**src/rtl/hls_run_pkg.sv**
```systemverilog
// Shared types and constants for the HLS kernel run sequencer.
package hls_run_pkg;

  typedef enum logic [2:0] {
    ST_IDLE,
    ST_KRST,
    ST_START,
    ST_WAIT,
    ST_REPORT,
    ST_NEXT
  } state_t;

  typedef enum logic [1:0] {
    STAT_PASS    = 2'd0,
    STAT_TIMEOUT = 2'd1,
    STAT_ABORT   = 2'd2
  } status_t;

  localparam int KRST_LEN = 2;

  // Lowest set bit of mask at or above position from; bit 3 of the result flags a hit.
  function automatic logic [3:0] next_set_bit(input logic [7:0] mask, input logic [3:0] from);
    logic [3:0] r;
    r = '0;
    for (int i = 7; i >= 0; i--) begin
      if (mask[i] && (4'(i) >= from)) r = {1'b1, 3'(i)};
    end
    return r;
  endfunction

endpackage

```
**src/rtl/hls_run_watchdog.sv**
```systemverilog
// Per-run cycle counter with timeout compare; count is the inclusive cycle
// number of the current cycle, with the start cycle counted as cycle 1.
module hls_run_watchdog #(
  parameter int CNT_W = 32
) (
  input  logic             clock,
  input  logic             reset,
  input  logic             load,
  input  logic             enable,
  input  logic [CNT_W-1:0] timeout,
  output logic [CNT_W-1:0] count,
  output logic             expired
);

  logic [CNT_W-1:0] cnt;

  always_ff @(posedge clock or negedge reset) begin
    if (!reset)      cnt <= '0;
    else if (load)   cnt <= CNT_W'(1);
    else if (enable) cnt <= cnt + CNT_W'(1);
  end

  assign count   = cnt + CNT_W'(1);
  assign expired = (count >= timeout);

endmodule

```
**src/rtl/hls_run_sequencer.sv**
```systemverilog
// Runs each enabled HLS kernel channel cfg_runs times, timing and reporting every run.
// Optional run statistics outputs are enabled with `define HLS_RUN_STATS_EN.
module hls_run_sequencer
  import hls_run_pkg::*;
#(
  parameter int NUM_CH = 4,
  parameter int CNT_W  = 32,
  parameter int RUNS_W = 16
) (
  input  logic              clock,
  input  logic              reset,
  input  logic              go,
  input  logic              abort,
  input  logic [NUM_CH-1:0] cfg_ch_mask,
  input  logic [RUNS_W-1:0] cfg_runs,
  input  logic [CNT_W-1:0]  cfg_timeout,
  output logic              k_reset,
  output logic [NUM_CH-1:0] start_port,
  input  logic [NUM_CH-1:0] done_port,
  output logic              res_valid,
  input  logic              res_ready,
  output logic [2:0]        res_ch,
  output logic [1:0]        res_status,
  output logic [CNT_W-1:0]  res_cycles,
  output logic              busy,
  output logic              seq_done
`ifdef HLS_RUN_STATS_EN
  ,
  output logic [CNT_W-1:0]        stat_min,
  output logic [CNT_W-1:0]        stat_max,
  output logic [CNT_W+RUNS_W-1:0] stat_sum
`endif
);

  state_t            state, state_nxt;
  logic [1:0]        krst_cnt;
  logic              rst_seen, abort_lo, need_krst;
  logic [NUM_CH-1:0] cfg_mask_q;
  logic [RUNS_W-1:0] cfg_runs_q, run_idx;
  logic [CNT_W-1:0]  cfg_timeout_q, count;
  logic [2:0]        ch;
  logic [7:0]        mask8, in8, done8, start8;
  logic [3:0]        nb, first_nb;
  logic              done_cur, expired, run_last;
  logic              go_ok, go_empty, cap, run_adv, ch_adv, seq_end;
  status_t           cap_status;
  logic [CNT_W-1:0]  cap_cycles;

  always_comb begin
    mask8 = '0;
    in8   = '0;
    done8 = '0;
    mask8[NUM_CH-1:0] = cfg_mask_q;
    in8[NUM_CH-1:0]   = cfg_ch_mask;
    done8[NUM_CH-1:0] = done_port;
  end

  assign done_cur = done8[ch];
  assign start8   = 8'd1 << ch;
  assign nb       = next_set_bit(mask8, {1'b0, ch} + 4'd1);
  assign first_nb = next_set_bit(in8, 4'd0);
  assign run_last = ((run_idx + RUNS_W'(1)) == cfg_runs_q);

  hls_run_watchdog #(.CNT_W(CNT_W)) u_watchdog (
    .clock   (clock),
    .reset   (reset),
    .load    (state == ST_START),
    .enable  ((state == ST_WAIT) && !done_cur),
    .timeout (cfg_timeout_q),
    .count   (count),
    .expired (expired)
  );

  always_ff @(posedge clock or negedge reset) begin
    if (!reset) state <= ST_IDLE;
    else        state <= state_nxt;
  end

  // Abort wins over everything; in WAIT it still produces an ABORT result.
  always_comb begin
    state_nxt  = state;
    go_ok      = 1'b0;
    go_empty   = 1'b0;
    cap        = 1'b0;
    cap_status = STAT_PASS;
    cap_cycles = '0;
    run_adv    = 1'b0;
    ch_adv     = 1'b0;
    seq_end    = 1'b0;
    case (state)
      ST_IDLE: begin
        if (!abort && go) begin
          if (first_nb[3] && (cfg_runs != '0)) begin
            go_ok     = 1'b1;
            state_nxt = ST_KRST;
          end else begin
            go_empty = 1'b1;
          end
        end
      end
      ST_KRST: begin
        if (abort)                             state_nxt = ST_IDLE;
        else if (krst_cnt == 2'(KRST_LEN - 1)) state_nxt = ST_START;
      end
      ST_START: state_nxt = abort ? ST_IDLE : ST_WAIT;
      ST_WAIT: begin
        if (abort || done_cur || expired) begin
          cap        = 1'b1;
          state_nxt  = ST_REPORT;
          cap_cycles = count;
          if (abort)         cap_status = STAT_ABORT;
          else if (!done_cur) begin
            cap_status = STAT_TIMEOUT;
            cap_cycles = cfg_timeout_q;
          end
        end
      end
      ST_REPORT: begin
        if (abort)          state_nxt = ST_IDLE;
        else if (res_ready) state_nxt = (res_status == STAT_ABORT) ? ST_IDLE : ST_NEXT;
      end
      ST_NEXT: begin
        if (abort) begin
          state_nxt = ST_IDLE;
        end else if (!run_last || nb[3]) begin
          run_adv   = !run_last;
          ch_adv    = run_last;
          state_nxt = need_krst ? ST_KRST : ST_START;
        end else begin
          seq_end   = 1'b1;
          state_nxt = ST_IDLE;
        end
      end
      default: state_nxt = ST_IDLE;
    endcase
  end

  always_ff @(posedge clock or negedge reset) begin
    if (!reset) begin
      krst_cnt      <= '0;
      rst_seen      <= 1'b0;
      abort_lo      <= 1'b0;
      seq_done      <= 1'b0;
      cfg_mask_q    <= '0;
      cfg_runs_q    <= '0;
      cfg_timeout_q <= '0;
      ch            <= '0;
      run_idx       <= '0;
      need_krst     <= 1'b0;
      res_ch        <= '0;
      res_status    <= '0;
      res_cycles    <= '0;
    end else begin
      rst_seen <= 1'b1;
      abort_lo <= abort;
      seq_done <= go_empty | seq_end;
      krst_cnt <= (state == ST_KRST) ? krst_cnt + 2'd1 : 2'd0;
      if (go_ok) begin
        cfg_mask_q    <= cfg_ch_mask;
        cfg_runs_q    <= cfg_runs;
        cfg_timeout_q <= cfg_timeout;
        ch            <= first_nb[2:0];
        run_idx       <= '0;
        need_krst     <= 1'b0;
      end
      if (cap) begin
        res_ch     <= ch;
        res_status <= cap_status;
        res_cycles <= cap_cycles;
        need_krst  <= (cap_status == STAT_TIMEOUT);
      end
      if (run_adv) run_idx <= run_idx + RUNS_W'(1);
      if (ch_adv) begin
        run_idx <= '0;
        ch      <= nb[2:0];
      end
    end
  end

  assign k_reset    = rst_seen && !abort_lo && (state != ST_KRST);
  assign start_port = ((state == ST_START) && !abort) ? start8[NUM_CH-1:0] : '0;
  assign res_valid  = (state == ST_REPORT) && !abort;
  assign busy       = (state != ST_IDLE);

`ifdef HLS_RUN_STATS_EN
  logic [CNT_W+RUNS_W:0] sum_ext;
  assign sum_ext = {1'b0, stat_sum} + (CNT_W+RUNS_W+1)'(cap_cycles);

  // Statistics cover PASS runs only; the sum sticks at all-ones on overflow.
  always_ff @(posedge clock or negedge reset) begin
    if (!reset) begin
      stat_min <= '1;
      stat_max <= '0;
      stat_sum <= '0;
    end else if (go_ok || go_empty) begin
      stat_min <= '1;
      stat_max <= '0;
      stat_sum <= '0;
    end else if (cap && (cap_status == STAT_PASS)) begin
      if (cap_cycles < stat_min) stat_min <= cap_cycles;
      if (cap_cycles > stat_max) stat_max <= cap_cycles;
      stat_sum <= sum_ext[CNT_W+RUNS_W] ? '1 : sum_ext[CNT_W+RUNS_W-1:0];
    end
  end
`endif

endmodule

```
**config.mk**
```make
export PLATFORM = sky130hd
export DESIGN_NAME = hls_run_sequencer
export DESIGN_NICKNAME = d
export VERILOG_FILES = /design/src/rtl/hls_run_pkg.sv /design/src/rtl/hls_run_watchdog.sv /design/src/rtl/hls_run_sequencer.sv
export SDC_FILE = /design/constraint.sdc
export NUM_CORES = 1
export LEC_CHECK = 0
export CAP_MARGIN = 5
export CORE_UTILIZATION = 45
export DETAILED_ROUTE_END_ITERATION = 8
export HOLD_SLACK_MARGIN = 0.06
export PLACE_DENSITY = 0.77
export SLEW_MARGIN = 20
export SYNTH_ARGS = -nofsm -noshare
export SYNTH_HDL_FRONTEND = slang
export SYNTH_SLANG_ARGS = --single-unit
```
**constraint.sdc**
```tcl
create_clock -name clock -period 5.1 [get_ports clock]
set_clock_uncertainty 0.2 [all_clocks]
set_input_delay 1.02 -clock clock [delete_from_list [all_inputs] [get_ports clock]]
set_output_delay 1.02 -clock clock [all_outputs]
set_load 0.02 [all_outputs]
```
==> run summary, run 1 <==
Post-Synthesis Cells = 946
Post-synthesis compound-gate area fraction = 14.6%
Mapped cell area = 8930 um2
Crit path cell chain = ha_1 -> and2_1 -> nand3_1 -> nor3_1 -> nand4_1 -> xnor2_1 -> ha_1 -> nand2_1 -> o21ai_0 -> nor2_1 -> a21oi_1 -> o21a_1 -> buf_4 -> mux2_2
Clock Latency Late Sink = 0.42 ns
Largest net degree at the start of global routing = 82
CTS Buf Count = 17
Post-synth ARST share = 100%
Fin. Hold Viols = 0
Share of the synthesized area in the top cell type = 40.9%
Drt first pass iters = 7
Layout cells sized above 1 = 14.9%
Top post-synthesis cells by count = dfrtp_1 (146), inv_1 (89), mux2_2 (73)
Routed vias = 7488
Post-CTS resize count = 0
Pleak = 4.70 nW
Cells taking the most area after synthesis = dfrtp_1 (41%), mux2_2 (9.2%), ha_1 (4.9%)
Setup bufs post-CTS = 0
Reg2reg end = res_cycles[14]
Vias/cell = 5.75
Post-Synth Adder-Cell Area = 4.90%
Routed len/inst = 17.4 um
First-pass GRT wire length = 37.0 mm
Max IR drop VDD = 0.322 mV
Req. time, crit path = 5.20 ns
Worst setup SP type = register
Min-Delay Endpoint = krst_cnt[0]
GRT Overall Usage = 23.4%
Post-synthesis cell type count = 75
Die area = 20400 um2
Mux contribution to synthesized area = 10.8%
DRT antenna net count = 0
Synth warn = 0
1st-iter DRT viols = 692
Worst r2r src = u_watchdog.cnt[0]
Placer Congestion = 0.897
Worst setup EP type = register
Post-synthesis register bit count = 146
Die Ht = 143 um
Row count = 51
# fillers = 1710
Antenna violations before repair = 0
Post-synthesis average cell area = 9.44 um2
Slew Viols, Final = 0
Max Fclk = 216 MHz
HPWL after DPL = 15.7 mm
Worst R2R Path Depth = 14
Clock sinks = 146
Worst Tran Pin Value = 0.976 ns
WP buf/inv = 1
Largest family of logic cells by synthesized area = simple AND/OR/NAND/NOR gates
Hold_buf cts = 0
Min-delay worst type = reg -> reg
I/O Buffers = 104
Xor/xnor share of the synthesized area = 5.34%
Syn-to-layout area delta = 20.9%
CTS tree = built
Power density over cell area = 532 nW/um2
CTS Buffer Depth = 2
CP most frequent cell = ha_1
Top delay family on crit path = simple AND/OR/NAND/NOR gates
Final setup viols = 0
Syn nets = 1042
Grt total ovfl = 0
R2R setup slack = 0.48 ns
Max Cap Violations = 0
Slew margin rel. = 34.8%
Top_reg_cell synth = dfrtp_1
Post-synth EDFFs = 0
Initial Utilization = 45.9%
DRC viols = 0
Crit path time final = 4.62 ns
Hold Startpoint = krst_cnt[0]
Vias in the first global route = 7355
Sequential-to-total area share from yosys stat = 40.9%
Root Driver = clkbuf_16
Final period utilization = 90.6%
Kind of critical path = reg -> reg
Die width = 143 um
Crit path DAT = 4.73 ns
Total Wirelength = 22.6 mm
Core Box Area = 19500 um2
Status = finished, final reports clean
Final #Nets = 1123
Clock H-tree levels = 4
Synth Area in Simple Gates = 16.7%
Sum Neg Setup Slack = 0 ns
Crit path max fanout = 14
Final Hold Slack = 0.244 ns
RSZ-0062 raised after global routing = no
Slowest cell on the critical path = o21a_1
Boundary pin count = 106
Most numerous cell in the Yosys netlist = dfrtp_1
Synth area leader = dfrtp_1
Clk slew on worst S/H paths = 0.06 ns
CP max stage delay = 0.50 ns
ANT cells = 0
Hold Path Stages = 1
==> power breakdown <==
group,leakage (nW),switching (W),internal [W]
sequential,1.87,0.000417,0.00160
clock,0.298,0.000483,0.000832
combinational,2.53,0.00132,0.00109
total,4.70,0.00222,0.00353
==> sequential cells by signal, indices dropped and copies added, names as in the netlist <==
signal          flops
u_watchdog.cnt     32
cfg_timeout_q      32
need_krst           1
res_ch              2
state               3
res_status          2
seq_done            1
run_idx            16
ch                  2
krst_cnt            2
rst_seen            1
cfg_runs_q         16
abort_lo            1
cfg_mask_q          3
res_cycles         32
==> through the flow <==
stage	utilization (%)	instances	setup WS (ns)	total power, W	cell area, um2
detailed placement	52.3	1273	0.622	0.00441	10200
floorplan	-	946	1.12	0.00356	8930
global placement	52.3	1273	0.810	0.00434	10200
CTS	55.5	1303	0.559	0.00577	10800
global route	55.5	1303	0.217	0.00614	10800
finish	55.5	1303	0.479	0.00575	10800
==> area by class of cell <==
class                   count  area (um2)  area share (%)
clock inverters             7         123            1.14
repair buffers            121        1170            10.8
flip-flops and latches    146        3650            33.8
clock buffers              23         498            4.61
inverters                  89         334            3.09
multi-input cells         652        4690            43.4
well taps                 265         332            3.07
==> cell usage in the layout, fill, tap and decap left out, types with 5 or more instances in the layout <==
cell type and count:
a21o_1 9, a21oi_1 26, a41oi_1 9, and2_1 5, and3_1 16, buf_4 17, clkbuf_16 17, clkbuf_8 5
clkdlybuf4s50_1 103, dfrtp_1 146, ha_1 35, inv_1 89, mux2_2 73, mux2i_1 12, nand2_1 67, nand2b_1 8
nand3_1 43, nand4_1 25, nor2_1 47, nor3_1 25, nor4_1 14, o21ai_0 54, o21ai_1 9, o21ai_2 10
o31ai_1 9, o32a_1 5, o32ai_1 9, or3_1 7, xnor2_1 28, xor2_1 22
==> worst max-delay path by stage <==
stage | from | endpoint | slack [ns] | cells past startpoint
floorplan | u_watchdog.cnt[2] | res_cycles[14] | 1.12 | 15
global placement | u_watchdog.cnt[0] | res_cycles[26] | 0.81 | 14
global route | u_watchdog.cnt[0] | res_cycles[14] | 0.22 | 14
detailed placement | u_watchdog.cnt[0] | res_cycles[26] | 0.62 | 14
finish | u_watchdog.cnt[0] | res_cycles[14] | 0.48 | 14
CTS | u_watchdog.cnt[0] | res_cycles[14] | 0.56 | 16
==> cells by family after synthesis <==
| group | Yosys count |
|---|---|
| compound gates | 189 |
| xor+xnor | 52 |
| fa+ha+maj | 35 |
| buf+inv | 148 |
| flops | 146 |
| mux | 86 |
| other cells | 2 |
| simple gates | 288 |
==> routing by layer <==
| metal | vias to the layer above | share of wire [%] | global-route usage (%) |
|---|---|---|---|
| met1 | 3659 | 43 | 29.5 |
| met4 | 0 | 2.5 | 8.72 |
| met3 | 45 | 5.2 | 4.83 |
| met2 | 252 | 49 | 39.2 |
| met5 | - | 0 | 0 |
| li1 | 3532 | - | - |
No activity file was read; power rests on OpenSTA's default activity.
==> inputs of run 2 (changes only) <==
Clock period 5.1 ns to 5.2 ns, I/O delays scaled along.
==> run 2 against run 1 <==
Final cell count stayed put. Count of clock-buffer cells in the layout down 3. Total power down 2.6%. Sequential share of layout area barely moved. Critical path type unchanged. Die area stayed put. First-iteration DRC count down 15%. Critical endpoint is now res_cycles[9]. Critical path depth decreased by 1. Largest cell class unchanged. Register-to-register slack better by 0.24 ns.
==> run summary, run 2 (synthesis results as in run 1) <==
Status = finished, final reports clean
Max Cap Violations = 0
DRT antenna net count = 0
Reg2reg end = res_cycles[9]
CTS Buf Count = 17
Grt total ovfl = 0
Min-Delay Endpoint = krst_cnt[0]
Slew Viols, Final = 0
Hold_buf cts = 0
Kind of critical path = reg -> reg
First-pass GRT wire length = 35.6 mm
Post-CTS resize count = 0
Area taken by multi-input logic gates = 4690 um2
# fillers = 1671
Clock sinks = 146
Syn-to-layout area delta = 20.8%
RSZ-0062 raised after global routing = no
CTS Buffer Depth = 2
Final period utilization = 86.1%
Worst setup EP type = register
Fin. Hold Viols = 0
Area after DPL = 10200 um2
Clock H-tree levels = 4
Worst Tran Pin Value = 0.964 ns
Req. time, crit path = 5.31 ns
Total Wirelength = 21.7 mm
Crit path DAT = 4.59 ns
Die width = 143 um
Crit path time final = 4.48 ns
CTS tree = built
Sum Neg Setup Slack = 0 ns
Clock Latency Late Sink = 0.43 ns
1st-iter DRT viols = 591
Boundary pin count = 106
Layout cells sized above 1 = 15.0%
Max Fclk = 223 MHz
Worst R2R Path Depth = 13
Largest regs = cfg_timeout_q: 32 flops, res_cycles: 32 flops, u_watchdog.cnt: 32 flops
ANT cells = 0
I/O Buffers = 104
Clk slew on worst S/H paths = 0.06 ns
DRC viols = 0
Hold Path Stages = 1
Setup bufs post-CTS = 0
Hold Startpoint = krst_cnt[0]
Final setup viols = 0
Die area = 20400 um2
Routed len/inst = 16.7 um
Initial Utilization = 45.9%
HPWL after DPL = 15.4 mm
Vias/cell = 5.61
Min-delay worst type = reg -> reg
Largest net degree at the start of global routing = 87
Worst r2r src = u_watchdog.cnt[7]
R2R setup slack = 0.72 ns
Power density over cell area = 518 nW/um2
Non-Filler Cell Area, Final = 10800 um2
GRT Overall Usage = 22.5%
Final #Nets = 1121
Root Driver = clkbuf_16
Routed vias = 7313
Antenna violations before repair = 0
Slew margin rel. = 35.6%
Commonest cells after routing, fill and taps aside = dfrtp_1 (146), clkdlybuf4s50_1 (103), inv_1 (89), mux2_2 (73), nand2_1 (67)
Die Ht = 143 um
Core Box Area = 19500 um2
Worst setup SP type = register
Most common cell after layout, fill and taps aside = dfrtp_1
Vias in the first global route = 7051
Placer Congestion = 0.919
Pleak = 4.70 nW
Row count = 51
Drt first pass iters = 7
Max IR drop VDD = 0.324 mV
FF+latch area = 3650 um2
Crit path max fanout = 22
==> run 2: cell types whose count changed in the layout (fill, tap and decap cells not counted) <==
cell / before / now
clkinv_2: 0 / 3
buf_12: 0 / 1
clkbuf_8: 5 / 3
clkbuf_1: 1 / 0
clkinv_4: 1 / 3
buf_4: 17 / 14
==> run 2: worst max-delay path by stage <==
stage	from	to	slack, ns	cells past startpoint
after floorplan	u_watchdog.cnt[2]	res_cycles[14]	1.22	15
after global placement	u_watchdog.cnt[7]	res_cycles[10]	0.90	13
after detailed placement	u_watchdog.cnt[0]	res_cycles[9]	0.80	14
after CTS	u_watchdog.cnt[7]	res_cycles[9]	0.78	13
after global routing	u_watchdog.cnt[0]	res_cycles[0]	0.39	13
final	u_watchdog.cnt[7]	res_cycles[9]	0.72	13
==> run 2: final cells by class <==
cell class / instances / area share [%]
sequential: 146 / 33.8
timing repair buffer: 119 / 10.8
clock buffer: 20 / 4.32
multi-input combinational: 652 / 43.4
inverter: 89 / 3.09
tap: 265 / 3.07
clock inverter: 12 / 1.44
==> run 2: metrics by stage <==
| stage | utilization (%) | power, W | cells | setup slack (ns) | hold WS (ns) |
|---|---|---|---|---|---|
| floorplan | - | 0.00349 | 946 | 1.22 | 0.215 |
| global placement | 52.3 | 0.00424 | 1271 | 0.903 | 0.229 |
| detailed placement | 52.3 | 0.00431 | 1271 | 0.801 | 0.239 |
| CTS | 55.5 | 0.00563 | 1303 | 0.775 | 0.248 |
| global route | 55.5 | 0.00598 | 1303 | 0.393 | 0.265 |
| finish | 55.5 | 0.00560 | 1303 | 0.721 | 0.246 |
==> run 2: power breakdown <==
part | total [W] | leakage [nW] | internal, W | switching, W
Clock | 0.00128 | 0.302 | 0.000793 | 0.000485
Combinational | 0.00234 | 2.53 | 0.00107 | 0.00127
Sequential | 0.00198 | 1.87 | 0.00157 | 0.000410
==> run 2: routing by layer <==
metal  vias to the layer above  part of all wire (%)  track usage, %
met5                         -                     0               0
met4                         0                   1.6            7.41
met3                        27                   5.2            4.33
met2                       214                    49            37.3
met1                      3543                    45            29.5
li1                       3529                     -               -
==> run 2: worst max-delay path, stage by stage (launching register included) <==
cell and delay, ns:
dfrtp_1 0.44, nand4_1 0.17, nor2_1 0.52, buf_4 0.23, nand4_1 0.12, xor2_1 0.27
inv_1 0.07, ha_1 0.32, nand4_1 0.22, a211o_1 0.35, a21oi_1 0.31, o21a_1 0.50
buf_12 0.25, mux2_2 0.35
